$ cat src/rtl/vga_timing_gen.sv
// rtl/vga_timing_gen.sv - 640x480@60 VGA raster timing generator
// Optional feature macro: VGA_FRAME_COUNT_EN (builds the 8-bit frame counter;
// otherwise frame_count is tied to zero).
module vga_timing_gen #(
  parameter int unsigned H_ACTIVE = 640,
  parameter int unsigned H_FP     = 16,
  parameter int unsigned H_SYNC   = 96,
  parameter int unsigned H_BP     = 48,
  parameter int unsigned V_ACTIVE = 480,
  parameter int unsigned V_FP     = 10,
  parameter int unsigned V_SYNC   = 2,
  parameter int unsigned V_BP     = 33,
  parameter logic        SYNC_POL = 1'b0
) (
  input  logic       clk,
  input  logic       rst_n,
  input  logic       pix_en,
  output logic [9:0] x_px,
  output logic [9:0] y_px,
  output logic       activevideo,
  output logic       hsync,
  output logic       vsync,
  output logic       line_end,
  output logic       frame_end,
  output logic [7:0] frame_count
);

  localparam int unsigned H_TOTAL = H_ACTIVE + H_FP + H_SYNC + H_BP;
  localparam int unsigned V_TOTAL = V_ACTIVE + V_FP + V_SYNC + V_BP;

  // Last positions of a line / frame (totals are at most 1024, so these fit in 10 bits).
  localparam logic [9:0] H_LAST   = 10'(H_TOTAL - 1);
  localparam logic [9:0] V_LAST   = 10'(V_TOTAL - 1);
  localparam logic [9:0] V_VISEND = 10'(V_ACTIVE - 1);

  // Window bounds kept 11 bits wide so an end bound equal to 1024 stays exact.
  localparam logic [10:0] H_ACT_END = 11'(H_ACTIVE);
  localparam logic [10:0] V_ACT_END = 11'(V_ACTIVE);
  localparam logic [10:0] HS_START  = 11'(H_ACTIVE + H_FP);
  localparam logic [10:0] HS_END    = 11'(H_ACTIVE + H_FP + H_SYNC);
  localparam logic [10:0] VS_START  = 11'(V_ACTIVE + V_FP);
  localparam logic [10:0] VS_END    = 11'(V_ACTIVE + V_FP + V_SYNC);

  logic [9:0] x_q, x_d;
  logic [9:0] y_q, y_d;
  logic       active_q, active_d;
  logic       hsync_q, hsync_d;
  logic       vsync_q, vsync_d;

  // Next raster position plus sync/active flags decoded from that next position,
  // so the registered flags always line up with the registered coordinates.
  always_comb begin
    x_d = x_q;
    y_d = y_q;
    if (pix_en) begin
      if (x_q == H_LAST) begin
        x_d = 10'd0;
        y_d = (y_q == V_LAST) ? 10'd0 : y_q + 10'd1;
      end else begin
        x_d = x_q + 10'd1;
      end
    end
    active_d = ({1'b0, x_d} < H_ACT_END) && ({1'b0, y_d} < V_ACT_END);
    hsync_d  = (({1'b0, x_d} >= HS_START) && ({1'b0, x_d} < HS_END)) ? SYNC_POL : ~SYNC_POL;
    vsync_d  = (({1'b0, y_d} >= VS_START) && ({1'b0, y_d} < VS_END)) ? SYNC_POL : ~SYNC_POL;
  end

  // Position and flag registers; reset parks at the last pixel of the frame so
  // the first enabled edge lands on (0,0).
  always_ff @(posedge clk or negedge rst_n) begin
    if (!rst_n) begin
      x_q      <= H_LAST;
      y_q      <= V_LAST;
      active_q <= 1'b0;
      hsync_q  <= ~SYNC_POL;
      vsync_q  <= ~SYNC_POL;
    end else begin
      x_q      <= x_d;
      y_q      <= y_d;
      active_q <= active_d;
      hsync_q  <= hsync_d;
      vsync_q  <= vsync_d;
    end
  end

  assign x_px        = x_q;
  assign y_px        = y_q;
  assign activevideo = active_q;
  assign hsync       = hsync_q;
  assign vsync       = vsync_q;

  // Strobes are gated by rst_n because the reset position sits on the last pixel.
  assign line_end  = rst_n & pix_en & (x_q == H_LAST);
  assign frame_end = rst_n & pix_en & (x_q == H_LAST) & (y_q == V_VISEND);

`ifdef VGA_FRAME_COUNT_EN
  logic [7:0] frame_count_q, frame_count_d;

  // Count completed visible frames, wrapping naturally at 8 bits.
  always_comb begin
    frame_count_d = frame_count_q;
    if (frame_end) frame_count_d = frame_count_q + 8'd1;
  end

  // Frame counter register.
  always_ff @(posedge clk or negedge rst_n) begin
    if (!rst_n) frame_count_q <= 8'd0;
    else        frame_count_q <= frame_count_d;
  end

  assign frame_count = frame_count_q;
`else
  assign frame_count = 8'd0;
`endif

endmodule

$ cat config.mk
export PLATFORM = sky130hd
export DESIGN_NAME = vga_timing_gen
export DESIGN_NICKNAME = d
export VERILOG_FILES = /design/src/rtl/vga_timing_gen.sv
export SDC_FILE = /design/constraint.sdc
export NUM_CORES = 1
export LEC_CHECK = 0
export CORE_MARGIN = 10
export CORE_UTILIZATION = 40
export CTS_BUF_LIST = sky130_fd_sc_hd__clkbuf_4
export DETAILED_ROUTE_END_ITERATION = 7
export PLACE_DENSITY = 0.66
export SLEW_MARGIN = 0
export SYNTH_ARGS = -nofsm -noshare
export SYNTH_HDL_FRONTEND = slang
export SYNTH_SLANG_ARGS = --single-unit
export TNS_END_PERCENT = 1
$ cat constraint.sdc
create_clock -name clk -period 2.2 [get_ports clk]
set_input_delay 0.33 -clock clk [delete_from_list [all_inputs] [get_ports clk]]
set_output_delay 0.33 -clock clk [all_outputs]
set_load 0.01 [all_outputs]
==> flow_summary.json, run 1 <==
{
  "status": "finished with violations",
  "violations": "setup timing",
  "numCtsBuffers": 3,
  "cts_tree": "yes",
  "p_sw_frac": 0.350,
  "skew_ns": 0.0224,
  "antenna_found_initial": 0,
  "setup_viol": 1,
  "yosys-top-cells-count": "nand2_1 (18), buf_4 (12), dfstp_2 (12)",
  "finalHoldViolCount": 0,
  "synth_flop_cell": "dfstp_2",
  "cts.path.max_buffers": 2,
  "grt_pass1_vias": 1470,
  "synthCells": 170,
  "path_max_fanout": 2,
  "ios": 36,
  "r2r_start": "x_px[0]",
  "wl_um": 4220,
  "drive_above_1_share": 0.274,
  "synth.cell_area_sq_um": 1560,
  "dieHeight_um": 82.4,
  "leakage_nw": 0.812,
  "p_per_area_nw_per_um2": 674,
  "wire_per_inst_um": 16.0,
  "crit_end": "frame_end",
  "synth_top_area_frac": 0.202,
  "yosys_warnings": 0,
  "ys_top_cells_by_area": "dfstp_2 (20%), dfrtp_1 (18%), buf_4 (5.8%)",
  "area_growth_pct": 31.5,
  "ir_drop_v": 0.000465,
  "nNetsFinal": 222,
  "numPortBuffers": 27,
  "nFillCells": 357,
  "synth.distinct_cells": 51,
  "cts.sinks": 23,
  "grt_pass1_wl_um": 6960,
  "clock_latency_ns": 0.33,
  "clkPwrFrac": 0.150,
  "arrival_ns": 1.88,
  "clock-root-buffer": "clkbuf_4",
  "antennaDiodeCount": 0,
  "gr-max-usage-layer": "met2",
  "p_int_mw": 0.897,
  "fin_crit_ns": 2.21,
  "via_count": 1447,
  "dp_cells": 258,
  "holdWs_ns": 0.408,
  "endpoint_kind": "primary output",
  "h-tree-depth": 1,
  "core_area_sq_um": 3720,
  "start_util": 0.419,
  "grt_util_all_layers": 0.127,
  "hold_path.class": "primary input to asynchronous set/reset pin",
  "rows": 22,
  "grt_max_degree": 24,
  "vias_per_cell": 5.50,
  "use_met3": 0.0389,
  "timing.rr.end": "activevideo",
  "rsz0062_at_grt": "true",
  "switchingPower_mw": 0.484,
  "final-max-slew-violation-count": 0,
  "synth_largest_area_cell": "dfstp_2",
  "reg2reg_depth": 7,
  "ys_ff_latch": 23,
  "die-area_sq_um": 6790,
  "cp-start-kind": "flip-flop",
  "drt_iter0_markers": 111,
  "cp.required_ns": 1.87,
  "drcViolationCount": 0,
  "grtUsageMet1": 0.135,
  "place_area_sq_um": 1980,
  "synth-edff-count": 0,
  "reg2reg_slack_ns": 0.09,
  "critPathKind": "flip-flop to primary output",
  "synthMostInstantiatedCell": "nand2_1",
  "die_w_um": 82.4,
  "fin_ws_ns": -0.00736,
  "gr-usage-met2": 0.232,
  "ant_nets": 0,
  "drtPass1Iterations": 4,
  "ff_latch_area_sq_um": 591,
  "synthArstFlopShare": 1.00,
  "power_mw": 1.38,
  "gp_congestion": 0.852,
  "multi_input_area_sq_um": 895,
  "pwr-share-seq": 0.412,
  "max_cap_violations": 0,
  "holdBufCountCts": 0,
  "final_cell_area_sq_um": 2050,
  "timing.final.crit_share": 1.00,
  "grt_remaining_overflow": 0,
  "avgSynthCellArea_sq_um": 9.16,
  "clock.fmax_ghz": 0.453,
  "clk_pin_slew_ns": 0.15,
  "startpoint": "x_px[0]",
  "dp_hpwl_um": 3120,
  "comb_power_share": 0.437,
  "fin_cells": 263,
  "seq_area_frac_synth": 0.379
}
## registers in the layout, indices dropped and copies added, names as in the netlist
| signal | flops |
|---|---|
| x_px | 10 |
| y_px | 10 |
| activevideo | 1 |
| hsync | 1 |
| vsync | 1 |
## how the worst min path moves through the flow
stage | from | slack [ns] | to
floorplan | rst_n | 0.03 | activevideo
global placement | y_px[3] | 0.53 | y_px[3]
detailed placement | y_px[3] | 0.54 | y_px[3]
CTS | rst_n | 0.40 | y_px[6]
global route | rst_n | 0.43 | y_px[6]
finish | rst_n | 0.41 | y_px[6]
## stage by stage
step	utilization	setup TNS, ns	setup slack, ns
6_report	0.551	-0.00736	-0.00736
5_1_grt	0.551	-0.119	-0.102
4_1_cts	0.550	0	0.00787
3_5_place_dp	0.532	-0.785	-0.342
3_3_place_gp	0.532	-0.644	-0.313
2_1_floorplan	-	0	0.0470
## critical path: stages (launching register included)
cell and delay [ns]:
dfstp_2 0.59, ha_4 0.15, nand4_4 0.09, nor3_4 0.23, and2_4 0.18, and4b_1 0.18, buf_2 0.13
## cells by family after synthesis
group,Yosys count,share of synthesized area
flip-flops,23,0.379
AND/OR/NAND/NOR,77,0.292
adder cells (fa/ha/maj),3,0.0241
AO/OA/AOI/OAI,32,0.149
XOR/XNOR,10,0.0562
buffers and inverters,23,0.0900
other,1,0.00241
multiplexers,1,0.00643
## power by group through the flow
stage | registers (mW) | logic, mW | clock network, mW
floorplan | 0.602 | 0.256 | 0
global placement | 0.555 | 0.545 | 0
detailed placement | 0.558 | 0.556 | 0
CTS | 0.567 | 0.603 | 0.216
global route | 0.575 | 0.675 | 0.232
finish | 0.569 | 0.604 | 0.208
## routing by layer
| metal | part of all wire | vias to the layer above |
|---|---|---|
| met5 | 0 | - |
| met4 | 0.013 | 0 |
| met3 | 0.082 | 8 |
| met2 | 0.51 | 45 |
| met1 | 0.39 | 701 |
| li1 | - | 693 |
## repair_timing
action                     4_1_cts  5_1_grt
gates resized for setup         12        3
pin swaps                        3        1
buffers inserted                 1        0
setup endpoints to repair        3        3
## cell usage in the layout (no fill, tap or decap), drive strengths merged, types with 2 or more instances in the layout
| cell | count |
|---|---|
| a21boi | 2 |
| a21o | 2 |
| a21oi | 4 |
| a31oi | 2 |
| and4 | 4 |
| buf | 28 |
| clkbuf | 3 |
| clkdlybuf4s50 | 25 |
| conb | 8 |
| dfrtp | 11 |
| dfstp | 12 |
| ha | 3 |
| inv | 4 |
| nand2 | 18 |
| nand2b | 3 |
| nand3 | 9 |
| nand4 | 10 |
| nand4b | 2 |
| nor2 | 9 |
| nor3 | 6 |
| nor4 | 4 |
| o21ai | 11 |
| o21bai | 2 |
| o31ai | 2 |
| or2 | 3 |
| or3 | 2 |
| xnor2 | 7 |
| xor2 | 3 |
## final cells by class
| type | instances | area share |
|---|---|---|
| clock buffer | 3 | 0.0110 |
| sequential | 23 | 0.288 |
| inverter | 4 | 0.00733 |
| multi-input combinational | 131 | 0.437 |
| clock inverter | 1 | 0.00367 |
| timing repair buffer | 53 | 0.224 |
| tap | 48 | 0.0293 |
Power figures use the tool's default switching activity.
==> run 2: changes to the inputs <==
--- a/config.mk
+++ b/config.mk
@@ -5,6 +5,7 @@
 export SDC_FILE = /design/constraint.sdc
 export NUM_CORES = 1
 export LEC_CHECK = 0
+export CORE_ASPECT_RATIO = 0.75
 export CORE_MARGIN = 10
 export CORE_UTILIZATION = 40
 export CTS_BUF_LIST = sky130_fd_sc_hd__clkbuf_4
==> run 2 against run 1 <==
  * The run now ends clean
  * Non-clock buffer count is 4 higher
  * Clock power decreased by 7%
  * Clock-buffer cell count stayed put
  * Total power is 2.7% lower
  * Clock skew fell by 0.017 ns
  * Worst setup slack improved by 0.072 ns
  * Cell count increased by 3.0%
  * Sequential share of layout area is 0.37 points lower
  * Fmax grew 3.4%
  * Largest cell class unchanged
==> flow_summary.json, run 2 (synthesis results as in run 1) <==
{
  "clock-root-buffer": "clkbuf_4",
  "area_growth_pct": 33.2,
  "place_ws_ns": -0.311,
  "wire_per_inst_um": 14.4,
  "setup_viol": 0,
  "timing.final.crit_share": 0.971,
  "numCtsBuffers": 3,
  "drive_above_1_share": 0.283,
  "arrival_ns": 1.81,
  "antennaDiodeCount": 0,
  "path_cells": "ha_4, nand4_4, nor3_4, and2_4, and4b_1, buf_2",
  "p_per_area_nw_per_um2": 648,
  "h-tree-depth": 1,
  "cp.required_ns": 1.87,
  "crit_family": "simple AND/OR/NAND/NOR gates",
  "leakage_nw": 0.834,
  "power_mw": 1.34,
  "cts.path.max_buffers": 2,
  "finish.utilization": 0.559,
  "clk_pin_slew_ns": 0.13,
  "wl_um": 3910,
  "clock_latency_ns": 0.31,
  "die-area_sq_um": 6820,
  "final-max-slew-violation-count": 0,
  "fin_ws_ns": 0.0647,
  "antenna_found_initial": 0,
  "ios": 36,
  "clock.fmax_ghz": 0.468,
  "hold_path.class": "primary input to asynchronous set/reset pin",
  "comb_power_share": 0.432,
  "skew_ns": 0.00526,
  "pwr-share-seq": 0.424,
  "grt_max_degree": 24,
  "nNetsFinal": 226,
  "core_area_sq_um": 3710,
  "start_util": 0.420,
  "ir_drop_v": 0.000535,
  "mostFrequentLayoutCell": "buf_4",
  "grt_pass1_wl_um": 6690,
  "drcViolationCount": 0,
  "final_cell_area_sq_um": 2070,
  "rsz0062_at_grt": "true",
  "grt_remaining_overflow": 0,
  "rows": 19,
  "max_cap_violations": 0,
  "final_cell_mix": "buf_4 (31), clkdlybuf4s50_1 (25), nand2_1 (18)",
  "cp_num_buf_inv": 1,
  "p_sw_frac": 0.343,
  "critPathMaxStageDelay_ns": 0.58,
  "cts_tree": "yes",
  "fin_crit_ns": 2.14,
  "fin_setup_tns_ns": 0,
  "place_area_sq_um": 2020,
  "die_w_um": 92.1,
  "vias_per_cell": 5.23,
  "drt_iter0_markers": 82,
  "grt_pass1_vias": 1404,
  "ant_nets": 0,
  "endpoint_kind": "primary output",
  "drtPass1Iterations": 4,
  "switchingPower_mw": 0.460,
  "path_max_fanout": 2,
  "finalHoldViolCount": 0,
  "dieHeight_um": 74.0,
  "via_count": 1417,
  "gp_congestion": 0.865,
  "critPathKind": "flip-flop to primary output",
  "numPortBuffers": 27,
  "clkPwrFrac": 0.144,
  "cts.sinks": 23,
  "status": "completed",
  "grt_util_all_layers": 0.119,
  "dp_hpwl_um": 3100,
  "p_int_mw": 0.883,
  "critPathSlowestCell": "dfstp_2",
  "cp-start-kind": "flip-flop"
}
==> run 2: per-stage QoR <==
stage | hold slack (ns) | std cells
finish | 0.411 | 271
global route | 0.427 | 271
CTS | 0.419 | 271
detailed placement | 0.530 | 267
global placement | 0.520 | 267
floorplan | 0.0344 | 177
==> run 2: repair_timing <==
action                     in CTS  in global routing
gates resized for setup        13                  1
setup endpoints to repair       2                  3
hold buffers                    0                  0
buffers inserted                0                  0
pin swaps                       2                  3
==> run 2: area by class of cell <==
type | instances | area, sq um
Tap cell | 52 | 65.1
Multi-Input combinational cell | 131 | 888
Fill cell | 329 | 1630
Timing Repair Buffer | 57 | 488
Sequential cell | 23 | 591
Clock buffer | 3 | 22.5
Clock inverter | 1 | 5.00
Inverter | 4 | 15.0
==> run 2: per-layer routing <==
layer / track usage / vias to the layer above / wire length (um)
li1: - / 703 / -
met1: 0.158 / 672 / 1890
met2: 0.180 / 40 / 1710
met3: 0.0472 / 2 / 286
met4: 0.0205 / 0 / 17
met5: 0 / - / 0
==> run 2: worst paths after layout <==
path / from / to / slack (ns) / cells after the start
worst max register to register: x_px[0] / activevideo / 0.13 / 7
worst min register to register: y_px[3] / y_px[3] / 0.55 / 2
min in group clk: y_px[3] / y_px[3] / 0.55 / 2
worst min-delay path: rst_n / y_px[4] / 0.41 / 2
max in group asynchronous: rst_n / hsync / 1.50 / 2
worst max-delay path: x_px[0] / frame_end / 0.06 / 6
==> run 2: power groups by stage <==
stage,clock network [mW],registers [mW],logic (mW)
3_3_place_gp,0,0.556,0.545
6_report,0.194,0.570,0.580
3_5_place_dp,0,0.560,0.556
4_1_cts,0.205,0.571,0.586
2_1_floorplan,0,0.602,0.256
5_1_grt,0.225,0.578,0.644
==> run 3: changes to the inputs <==
--- a/config.mk
+++ b/config.mk
@@ -7,11 +7,11 @@
 export LEC_CHECK = 0
 export CORE_ASPECT_RATIO = 0.75
 export CORE_MARGIN = 10
-export CORE_UTILIZATION = 40
+export CORE_UTILIZATION = 52
 export CTS_BUF_LIST = sky130_fd_sc_hd__clkbuf_4
 export DETAILED_ROUTE_END_ITERATION = 7
-export PLACE_DENSITY = 0.66
-export SLEW_MARGIN = 0
+export PLACE_DENSITY = 0.83
+export SLEW_MARGIN = 20
 export SYNTH_ARGS = -nofsm -noshare
 export SYNTH_HDL_FRONTEND = slang
 export SYNTH_SLANG_ARGS = --single-unit
==> run 3 against run 2 <==
  * Clock skew down 0.00059 ns
  * Sequential power about the same
  * Via count up 4.9%
  * Total power down 0.44%
==> flow_summary.json, run 3 (synthesis results as in run 1) <==
{
  "status": "completed",
  "crit_family": "flip-flops",
  "final-max-slew-violation-count": 0,
  "cts.sinks": 23,
  "clock.fmax_ghz": 0.467,
  "final_cell_area_sq_um": 2020,
  "antenna_found_initial": 0,
  "grt_remaining_overflow": 0,
  "ff_latch_area_sq_um": 591,
  "p_sw_frac": 0.347,
  "rows": 17,
  "ant_nets": 0,
  "clk_pin_slew_ns": 0.12,
  "drt_iter0_markers": 174,
  "grt_pass1_vias": 1436,
  "vias_per_cell": 5.90,
  "antennaDiodeCount": 0,
  "finalHoldViolCount": 0,
  "dieHeight_um": 67.4,
  "final_cell_mix": "clkdlybuf4s50_1 (25), buf_4 (25), nand2_1 (18)",
  "dp_hpwl_um": 3150,
  "endpoint_kind": "primary output",
  "pwr-share-seq": 0.425,
  "h-tree-depth": 1,
  "hold_path.class": "primary input to asynchronous set/reset pin",
  "skew_ns": 0.00467,
  "p_per_area_nw_per_um2": 662,
  "path_max_fanout": 2,
  "leakage_nw": 0.813,
  "gp_congestion": 0.901,
  "start_util": 0.535,
  "die-area_sq_um": 5610,
  "area_growth_pct": 29.7,
  "critPathSlowestCell": "dfstp_2",
  "timing.final.crit_share": 0.974,
  "numCtsBuffers": 3,
  "max_cap_violations": 0,
  "clkPwrFrac": 0.144,
  "cp.required_ns": 1.87,
  "nFillCells": 210,
  "switchingPower_mw": 0.465,
  "clock_latency_ns": 0.31,
  "place_area_sq_um": 1960,
  "ir_drop_v": 0.000722,
  "wl_um": 4150,
  "rsz0062_at_grt": "true",
  "grt_util_all_layers": 0.153,
  "drive_above_1_share": 0.262,
  "critPathMaxStageDelay_ns": 0.58,
  "ios": 36,
  "clock-root-buffer": "clkbuf_4",
  "dp_cells": 248,
  "critPathKind": "flip-flop to primary output",
  "arrival_ns": 1.81,
  "core_area_sq_um": 2910,
  "setup_viol": 0,
  "wire_per_inst_um": 16.5,
  "fin_setup_tns_ns": 0,
  "cp_num_buf_inv": 2,
  "path_cells": "ha_4, nand4_4, nor3_4, and2_4, buf_4, dlygate4sd2_1",
  "die_w_um": 83.2,
  "via_count": 1486,
  "numPortBuffers": 27,
  "cp-start-kind": "flip-flop",
  "drcViolationCount": 0,
  "fin_cells": 252,
  "comb_power_share": 0.431,
  "finish.utilization": 0.693,
  "fin_crit_ns": 2.14,
  "multi_input_area_sq_um": 888,
  "grt_max_degree": 24,
  "p_int_mw": 0.873,
  "cts_tree": "yes",
  "cts.path.max_buffers": 2,
  "drtPass1Iterations": 5,
  "nNetsFinal": 221,
  "grt_pass1_wl_um": 7160
}
==> run 3: changes by cell type in the layout (fill, tap and decap cells not counted), sizes merged <==
cell,delta
buf,-6
dlygate4sd2,+1
==> run 3: through the flow <==
step                      hold WS, ns  worst slack, ns  power [mW]
after CTS                       0.394           0.0311        1.35
after global placement          0.520           -0.283        1.08
after global routing            0.404          -0.0390        1.43
after floorplan                0.0344           0.0470       0.858
final                           0.400           0.0575        1.34
after detailed placement        0.526           -0.284        1.11
==> run 3: timing repair <==
action                     CTS  global route
resized for setup           11             0
setup endpoints to repair    2             2
hold buffers                 0             0
buffers inserted             0             0
pin swaps                    2             1
==> run 3: layer usage <==
| layer | wire [um] | GRT usage | up-vias | share of wire |
|---|---|---|---|---|
| met5 | 0 | 0 | - | 0 |
| met4 | 120 | 0.0551 | 0 | 0.029 |
| met3 | 375 | 0.0445 | 14 | 0.090 |
| met2 | 1900 | 0.262 | 105 | 0.46 |
| met1 | 1750 | 0.184 | 679 | 0.42 |
| li1 | - | - | 688 | - |
==> run 3: worst paths after layout <==
kind,end,slack [ns],depth (start not counted),startpoint
max,line_end,0.06,6,x_px[0]
min,y_px[6],0.40,2,rst_n
max reg2reg,activevideo,0.10,7,x_px[0]
min reg2reg,y_px[3],0.54,2,y_px[3]
max in group asynchronous,x_px[1],1.51,2,rst_n
min in group clk,y_px[3],0.54,2,y_px[3]
==> run 3: layout make-up <==
class                   count  share of cell area
well taps                  38              0.0235
clock buffers               3              0.0111
multi-input cells         131               0.440
flip-flops and latches     23               0.292
repair buffers             52               0.224
clock inverters             1             0.00248
inverters                   4             0.00743
==> run 3: power groups by stage <==
| stage | clock (mW) | combinational (mW) | sequential [mW] |
|---|---|---|---|
| floorplan | 0 | 0.256 | 0.602 |
| CTS | 0.200 | 0.576 | 0.570 |
| global route | 0.220 | 0.636 | 0.577 |
| global placement | 0 | 0.531 | 0.553 |
| detailed placement | 0 | 0.549 | 0.560 |
| finish | 0.192 | 0.577 | 0.568 |
